<file path="src/rtl/mc_ctrl_pkg.sv">
// Shared types and constants for the multicycle control unit: FSM states,
// ALU control codes, condition codes, instruction classes and datapath mux selects.
package mc_ctrl_pkg;

    typedef enum logic [3:0] {
        FETCH  = 4'd0,
        DECODE = 4'd1,
        MEMADR = 4'd2,
        MEMRD  = 4'd3,
        MEMWB  = 4'd4,
        MEMWR  = 4'd5,
        EXECR  = 4'd6,
        EXECI  = 4'd7,
        ALUWB  = 4'd8,
        BRANCH = 4'd9
    } statetype_t;

    localparam logic [1:0] ALU_ADD = 2'b00;
    localparam logic [1:0] ALU_SUB = 2'b01;
    localparam logic [1:0] ALU_AND = 2'b10;
    localparam logic [1:0] ALU_ORR = 2'b11;

    localparam logic [3:0] CMD_ADD = 4'b0100;
    localparam logic [3:0] CMD_SUB = 4'b0010;
    localparam logic [3:0] CMD_AND = 4'b0000;
    localparam logic [3:0] CMD_ORR = 4'b1100;

    localparam logic [3:0] COND_EQ = 4'b0000;
    localparam logic [3:0] COND_NE = 4'b0001;
    localparam logic [3:0] COND_CS = 4'b0010;
    localparam logic [3:0] COND_CC = 4'b0011;
    localparam logic [3:0] COND_MI = 4'b0100;
    localparam logic [3:0] COND_PL = 4'b0101;
    localparam logic [3:0] COND_VS = 4'b0110;
    localparam logic [3:0] COND_VC = 4'b0111;
    localparam logic [3:0] COND_HI = 4'b1000;
    localparam logic [3:0] COND_LS = 4'b1001;
    localparam logic [3:0] COND_GE = 4'b1010;
    localparam logic [3:0] COND_LT = 4'b1011;
    localparam logic [3:0] COND_GT = 4'b1100;
    localparam logic [3:0] COND_LE = 4'b1101;
    localparam logic [3:0] COND_AL = 4'b1110;

    localparam logic [1:0] OP_DP  = 2'b00;
    localparam logic [1:0] OP_MEM = 2'b01;
    localparam logic [1:0] OP_BR  = 2'b10;

    localparam logic       ADR_PC        = 1'b0;
    localparam logic       ADR_ALUOUT    = 1'b1;
    localparam logic [1:0] RES_ALUOUT    = 2'b00;
    localparam logic [1:0] RES_DATA      = 2'b01;
    localparam logic [1:0] RES_ALURESULT = 2'b10;
    localparam logic [1:0] SRCA_RD1      = 2'b00;
    localparam logic [1:0] SRCA_PC       = 2'b01;
    localparam logic [1:0] SRCB_RD2      = 2'b00;
    localparam logic [1:0] SRCB_IMM      = 2'b01;
    localparam logic [1:0] SRCB_FOUR     = 2'b10;

endpackage

</file>
<file path="src/rtl/mc_control_unit_cond.sv">
// Condition unit: stored NZCV flags, latched condition result for the current
// instruction, and the condition-code evaluation against the stored flags.
module cond_unit
    import mc_ctrl_pkg::*;
(
    input  logic       clk,
    input  logic       reset,
    input  logic [3:0] cond,
    input  logic [3:0] alu_flags,
    input  logic [1:0] flag_w,
    input  logic       decode_en,
    output logic       cond_ex_q
);

    logic [3:0] flags_r;
    logic       cond_ex_r;
    logic       cond_ex_s;
    logic       n_s, z_s, c_s, v_s;

    assign {n_s, z_s, c_s, v_s} = flags_r;
    assign cond_ex_q = cond_ex_r;

    // Evaluate the condition field against the flags committed so far
    always_comb begin
        cond_ex_s = 1'b0;
        case (cond)
            COND_EQ: cond_ex_s = z_s;
            COND_NE: cond_ex_s = ~z_s;
            COND_CS: cond_ex_s = c_s;
            COND_CC: cond_ex_s = ~c_s;
            COND_MI: cond_ex_s = n_s;
            COND_PL: cond_ex_s = ~n_s;
            COND_VS: cond_ex_s = v_s;
            COND_VC: cond_ex_s = ~v_s;
            COND_HI: cond_ex_s = c_s & ~z_s;
            COND_LS: cond_ex_s = ~c_s | z_s;
            COND_GE: cond_ex_s = (n_s == v_s);
            COND_LT: cond_ex_s = (n_s != v_s);
            COND_GT: cond_ex_s = ~z_s & (n_s == v_s);
            COND_LE: cond_ex_s = z_s | (n_s != v_s);
            COND_AL: cond_ex_s = 1'b1;
            default: cond_ex_s = 1'b0;
        endcase
    end

    // Latch the condition in DECODE; a failed condition also blocks the flag write
    always_ff @(posedge clk) begin
        if (reset) begin
            flags_r   <= 4'b0000;
            cond_ex_r <= 1'b0;
        end else begin
            if (decode_en) begin
                cond_ex_r <= cond_ex_s;
            end
            if (flag_w[1] & cond_ex_r) begin
                flags_r[3:2] <= alu_flags[3:2];
            end
            if (flag_w[0] & cond_ex_r) begin
                flags_r[1:0] <= alu_flags[1:0];
            end
        end
    end

endmodule

</file>
<file path="src/rtl/mc_control_unit.sv">
// Multicycle control unit: main FSM, ALU decoder and write gating for the
// ARM-subset datapath. Outputs are combinational from state and instruction fields.
module mc_control_unit
    import mc_ctrl_pkg::*;
#(
    parameter logic [3:0] PC_REG = 4'd15
) (
    input  logic       clk,
    input  logic       reset,
    input  logic [3:0] Cond,
    input  logic [1:0] Op,
    input  logic [5:0] Funct,
    input  logic [3:0] Rd,
    input  logic [3:0] ALUFlags,
    output logic       PCWrite,
    output logic       AdrSrc,
    output logic       MemWrite,
    output logic       IRWrite,
    output logic       RegWrite,
    output logic [1:0] ResultSrc,
    output logic [1:0] ALUSrcA,
    output logic [1:0] ALUSrcB,
    output logic [1:0] ImmSrc,
    output logic [1:0] RegSrc,
    output logic [1:0] ALUControl
);

    statetype_t state_r;
    logic       next_pc_s, ir_write_s, reg_w_s, mem_w_s, branch_s, alu_op_s;
    logic       pcs_s, cond_ex_q_s;
    logic [1:0] flag_w_s;
    logic [3:0] cmd_s;

    assign cmd_s = Funct[4:1];

    // Main FSM state register and transitions
    always_ff @(posedge clk) begin
        if (reset) begin
            state_r <= FETCH;
        end else begin
            case (state_r)
                FETCH:  state_r <= DECODE;
                DECODE: begin
                    case (Op)
                        OP_MEM:  state_r <= MEMADR;
                        OP_DP:   state_r <= Funct[5] ? EXECI : EXECR;
                        OP_BR:   state_r <= BRANCH;
                        default: state_r <= FETCH;
                    endcase
                end
                MEMADR: state_r <= Funct[0] ? MEMRD : MEMWR;
                MEMRD:  state_r <= MEMWB;
                EXECR:  state_r <= ALUWB;
                EXECI:  state_r <= ALUWB;
                default: state_r <= FETCH;
            endcase
        end
    end

    // Per-state control decode; anything not driven stays at its zero select
    always_comb begin
        next_pc_s  = 1'b0;
        ir_write_s = 1'b0;
        reg_w_s    = 1'b0;
        mem_w_s    = 1'b0;
        branch_s   = 1'b0;
        alu_op_s   = 1'b0;
        AdrSrc     = ADR_PC;
        ResultSrc  = RES_ALUOUT;
        ALUSrcA    = SRCA_RD1;
        ALUSrcB    = SRCB_RD2;
        case (state_r)
            FETCH: begin
                ir_write_s = 1'b1;
                next_pc_s  = 1'b1;
                ALUSrcA    = SRCA_PC;
                ALUSrcB    = SRCB_FOUR;
                ResultSrc  = RES_ALURESULT;
            end
            DECODE: begin
                ALUSrcA   = SRCA_PC;
                ALUSrcB   = SRCB_FOUR;
                ResultSrc = RES_ALURESULT;
            end
            MEMADR: ALUSrcB = SRCB_IMM;
            MEMRD:  AdrSrc  = ADR_ALUOUT;
            MEMWB: begin
                ResultSrc = RES_DATA;
                reg_w_s   = 1'b1;
            end
            MEMWR: begin
                AdrSrc  = ADR_ALUOUT;
                mem_w_s = 1'b1;
            end
            EXECR:  alu_op_s = 1'b1;
            EXECI: begin
                ALUSrcB  = SRCB_IMM;
                alu_op_s = 1'b1;
            end
            ALUWB:  reg_w_s = 1'b1;
            BRANCH: begin
                ALUSrcB   = SRCB_IMM;
                ResultSrc = RES_ALURESULT;
                branch_s  = 1'b1;
            end
            default: ;
        endcase
    end

    // ALU decoder; only ADD/SUB are allowed to update C and V
    always_comb begin
        ALUControl = ALU_ADD;
        flag_w_s   = 2'b00;
        if (alu_op_s) begin
            case (cmd_s)
                CMD_ADD: ALUControl = ALU_ADD;
                CMD_SUB: ALUControl = ALU_SUB;
                CMD_AND: ALUControl = ALU_AND;
                CMD_ORR: ALUControl = ALU_ORR;
                default: ALUControl = ALU_ADD;
            endcase
            flag_w_s[1] = Funct[0];
            flag_w_s[0] = Funct[0] & ((cmd_s == CMD_ADD) | (cmd_s == CMD_SUB));
        end else begin
            ALUControl = ALU_ADD;
            flag_w_s   = 2'b00;
        end
    end

    cond_unit u_cond (
        .clk       (clk),
        .reset     (reset),
        .cond      (Cond),
        .alu_flags (ALUFlags),
        .flag_w    (flag_w_s),
        .decode_en (state_r == DECODE),
        .cond_ex_q (cond_ex_q_s)
    );

    assign pcs_s    = ((Rd == PC_REG) & reg_w_s) | branch_s;
    assign PCWrite  = ~reset & (next_pc_s | (pcs_s & cond_ex_q_s));
    assign RegWrite = ~reset & reg_w_s & cond_ex_q_s;
    assign MemWrite = ~reset & mem_w_s & cond_ex_q_s;
    assign IRWrite  = ~reset & ir_write_s;
    assign ImmSrc   = Op;
    assign RegSrc   = {(Op == OP_MEM), (Op == OP_BR)};

endmodule

</file>
<file path="config.mk">
export PLATFORM = sky130hd
export DESIGN_NAME = mc_control_unit
export DESIGN_NICKNAME = d
export VERILOG_FILES = /design/src/rtl/mc_ctrl_pkg.sv /design/src/rtl/mc_control_unit_cond.sv /design/src/rtl/mc_control_unit.sv
export SDC_FILE = /design/constraint.sdc
export NUM_CORES = 1
export LEC_CHECK = 0
export CORE_MARGIN = 2
export CORE_UTILIZATION = 40
export DETAILED_ROUTE_END_ITERATION = 12
export PLACE_DENSITY = 0.79
export REMOVE_ABC_BUFFERS = 1
export SLEW_MARGIN = 20
export SYNTH_ARGS = -nofsm -noshare
export SYNTH_HDL_FRONTEND = slang
export SYNTH_SLANG_ARGS = --single-unit
</file>
<file path="constraint.sdc">
create_clock -name clk -period 3.25 [get_ports clk]
set_input_delay 0.65 -clock clk [delete_from_list [all_inputs] [get_ports clk]]
set_output_delay 0.65 -clock clk [all_outputs]
set_load 0.03 [all_outputs]
</file>
==> run_results.csv <==
group,metric,value,unit
run_status,status,"complete, no violations",
logic_synthesis,yosys_warnings,0,
placement,port_buffers,37,
logic_synthesis,synth.distinct_cells,38,
critical_path,worstPathArrival,2.44,ns
job,cap_violations,0,
placement,dp_slack,0.1579,ns
logic_synthesis,synth-main-ff-cell,"dfxtp_1",
cts,insertion_delay,0.26,ns
drt,wl_per_cell,12.66,um
logic_synthesis,synth_edf_count,0,
drt,viasPerCell,5.464,
cts,cts.sinks,9,
timing,skew,0.001764,ns
critical_path,critPathLaunchType,"primary input",
critical_path,path_cells,"clkdlybuf4s50_1, nor2b_1, nor4b_2, a22o_1, clkdlybuf4s50_1",
finish,drive_above_1_share,0.06383,
logic_synthesis,syn_inst,109,
cts,clkTransAtPathRegs,0.06,ns
timing,setup_viol,0,
critical_path,crit_path_max_incr_delay,0.66,ns
cts,cts_max_level,1,
timing,drv_slew,0,
grt,grt_util_all_layers,0.1826,
power,irDropWorstVdd,146.2,uV
logic_synthesis,syn_area_per_cell,7.473,um^2
drt,dr_total_vias,918,
die,start_util,0.4195,
logic_synthesis,ys_ff_latch,9,
critical_path,crit_path_top_delay_cell,"clkdlybuf4s50_1",
die,die_area,2413,um^2
cts,cts_hold_buffers,0,
critical_path,crit_type,"in -> out",
timing,setup_tns,0,ns
grt,overflow,0,
placement,place.gp.congestion,0.8117,
grt,grt_max_degree,17,
drt,drt_iter0_drc,12,
cts,root_buffer,"clkbuf_4",
die,die_y,49.13,um
timing,hold_viol,0,
grt,antenna_found_initial,0,
placement,dp.cells,164,
cts,clockBufferDepth,2,
drt,drc,0,
timing,period_needed,3.088,ns
power,power_density,286.1,nW/um^2
die,io_pins,39,
logic_synthesis,async_reset_ff_frac,0,
die,rows,16,
finish,final_common_cell,"clkdlybuf4s50_1",
drt,dr.pass1.iters,4,
critical_path,worstPathRequired,2.60,ns
finish,finalNonFillerCells,168,
timing,setup_ws,0.1624,ns
cts,cts_tree,"done",
finish,n_fill_cell,183,
power,p_leak,0.4460,nW
die,core,1942,um^2
finish,syn2layout_area_growth,47.77,%
cts,numCtsBuffers,3,
drt,antenna_left,0,
hold_path,hp-class,"reg -> reg",
grt,grt_pass1_vias,822,
timing,timing.fmax,0.3239,GHz
finish,antenna_cells,0,
critical_path,crit_top_cell,"clkdlybuf4s50_1",
grt,grt_pass1_wl,3.498,mm
cts,post_cts_buffers,0,
logic_synthesis,syn_area,814.5,um^2
critical_path,critPathCaptureType,"output pin",
cts,ctsResizeCount,0,
timing,period_share,0.9500,
critical_path,path_max_fanout,4,
finish,nets,164,
drt,drt_wl_total,2.127,mm
die,chipWidth,49.13,um
logic_synthesis,yosysSeqAreaShare,0.2212,
finish,most-common-layout-cells,"clkdlybuf4s50_1 (37), nor2_1 (13), o21ai_0 (10), dfxtp_1 (9)",
timing,grt_setup_unrepaired,"no",
cells by family after synthesis:
kind of cell,synth area share
DFF,0.2212
and+or+nand+nor,0.3886
muxes,0.06145
buffers and inverters,0.07372
xor gates and xnor gates,0.05376
other,0.004604
AOI/OAI and AO/OA,0.1966
flip-flops by register name, indices dropped and copies added (netlist names):
signal / count
state_r: 4
u_cond.flags_r: 4
u_cond.cond_ex_q: 1
power breakdown:
part | switching (W) | total (W) | internal, W
registers | 0.00000920 | 0.000124 | 0.000115
clock network | 0.0000397 | 0.0000870 | 0.0000474
logic | 0.0000683 | 0.000134 | 0.0000654
stage by stage:
step           utilization  cell area [um^2]  hold WS (ns)  total power [W]
2_1_floorplan            -             758.2        0.5079        0.0001882
3_3_place_gp        0.6063              1177        0.5396        0.0002562
3_5_place_dp        0.6063              1177        0.5441        0.0002598
4_1_cts             0.6198              1204        0.5544        0.0003486
5_1_grt             0.6198              1204        0.5767        0.0003650
6_report            0.6198              1204        0.5491        0.0003444
routing by layer:
layer  GRT usage  routed length [um]
met1      0.1857                 890
met2      0.3581                1101
met3     0.03067                  98
met4     0.07619                  36
met5           0                   0
area by class of cell:
class                   count  area (um^2)  share of cell area
clock buffers               4        26.28             0.02183
inverters                   1        3.754            0.003119
multi-input cells          88        574.3              0.4771
flip-flops and latches      9        180.2              0.1497
well taps                  27        33.78             0.02807
repair buffers             39        385.4              0.3202
critical path: cells and delay by family:
kind                   cells  cell delay (ns)
buffers and inverters      2             1.12
and+or+nand+nor            2             0.49
AOI/OAI and AO/OA          1             0.18
cell usage after synthesis, types with 4 or more instances:
| library cell | number | share of area |
|---|---|---|
| a21oi_1 | 6 | 0.037 |
| dfxtp_1 | 9 | 0.22 |
| mux2i_1 | 5 | 0.061 |
| nand2_1 | 4 | 0.018 |
| nor2_1 | 13 | 0.060 |
| nor2b_1 | 8 | 0.061 |
| nor3_1 | 8 | 0.049 |
| o21ai_0 | 10 | 0.061 |
| xnor2_1 | 5 | 0.054 |
path summary, 6_finish.rpt:
kind	from	to	slack, ns	cells after the start
max	reset	PCWrite	0.16	5
min	u_cond.flags_r[1]$_SDFFE_PP0P_	u_cond.flags_r[1]$_SDFFE_PP0P_	0.55	2
max reg2reg	state_r[2]$_SDFF_PP0_	u_cond.flags_r[0]$_SDFFE_PP0P_	1.44	5
min reg2reg	u_cond.flags_r[1]$_SDFFE_PP0P_	u_cond.flags_r[1]$_SDFFE_PP0P_	0.55	2
No activity file was read; power rests on OpenSTA's default activity.
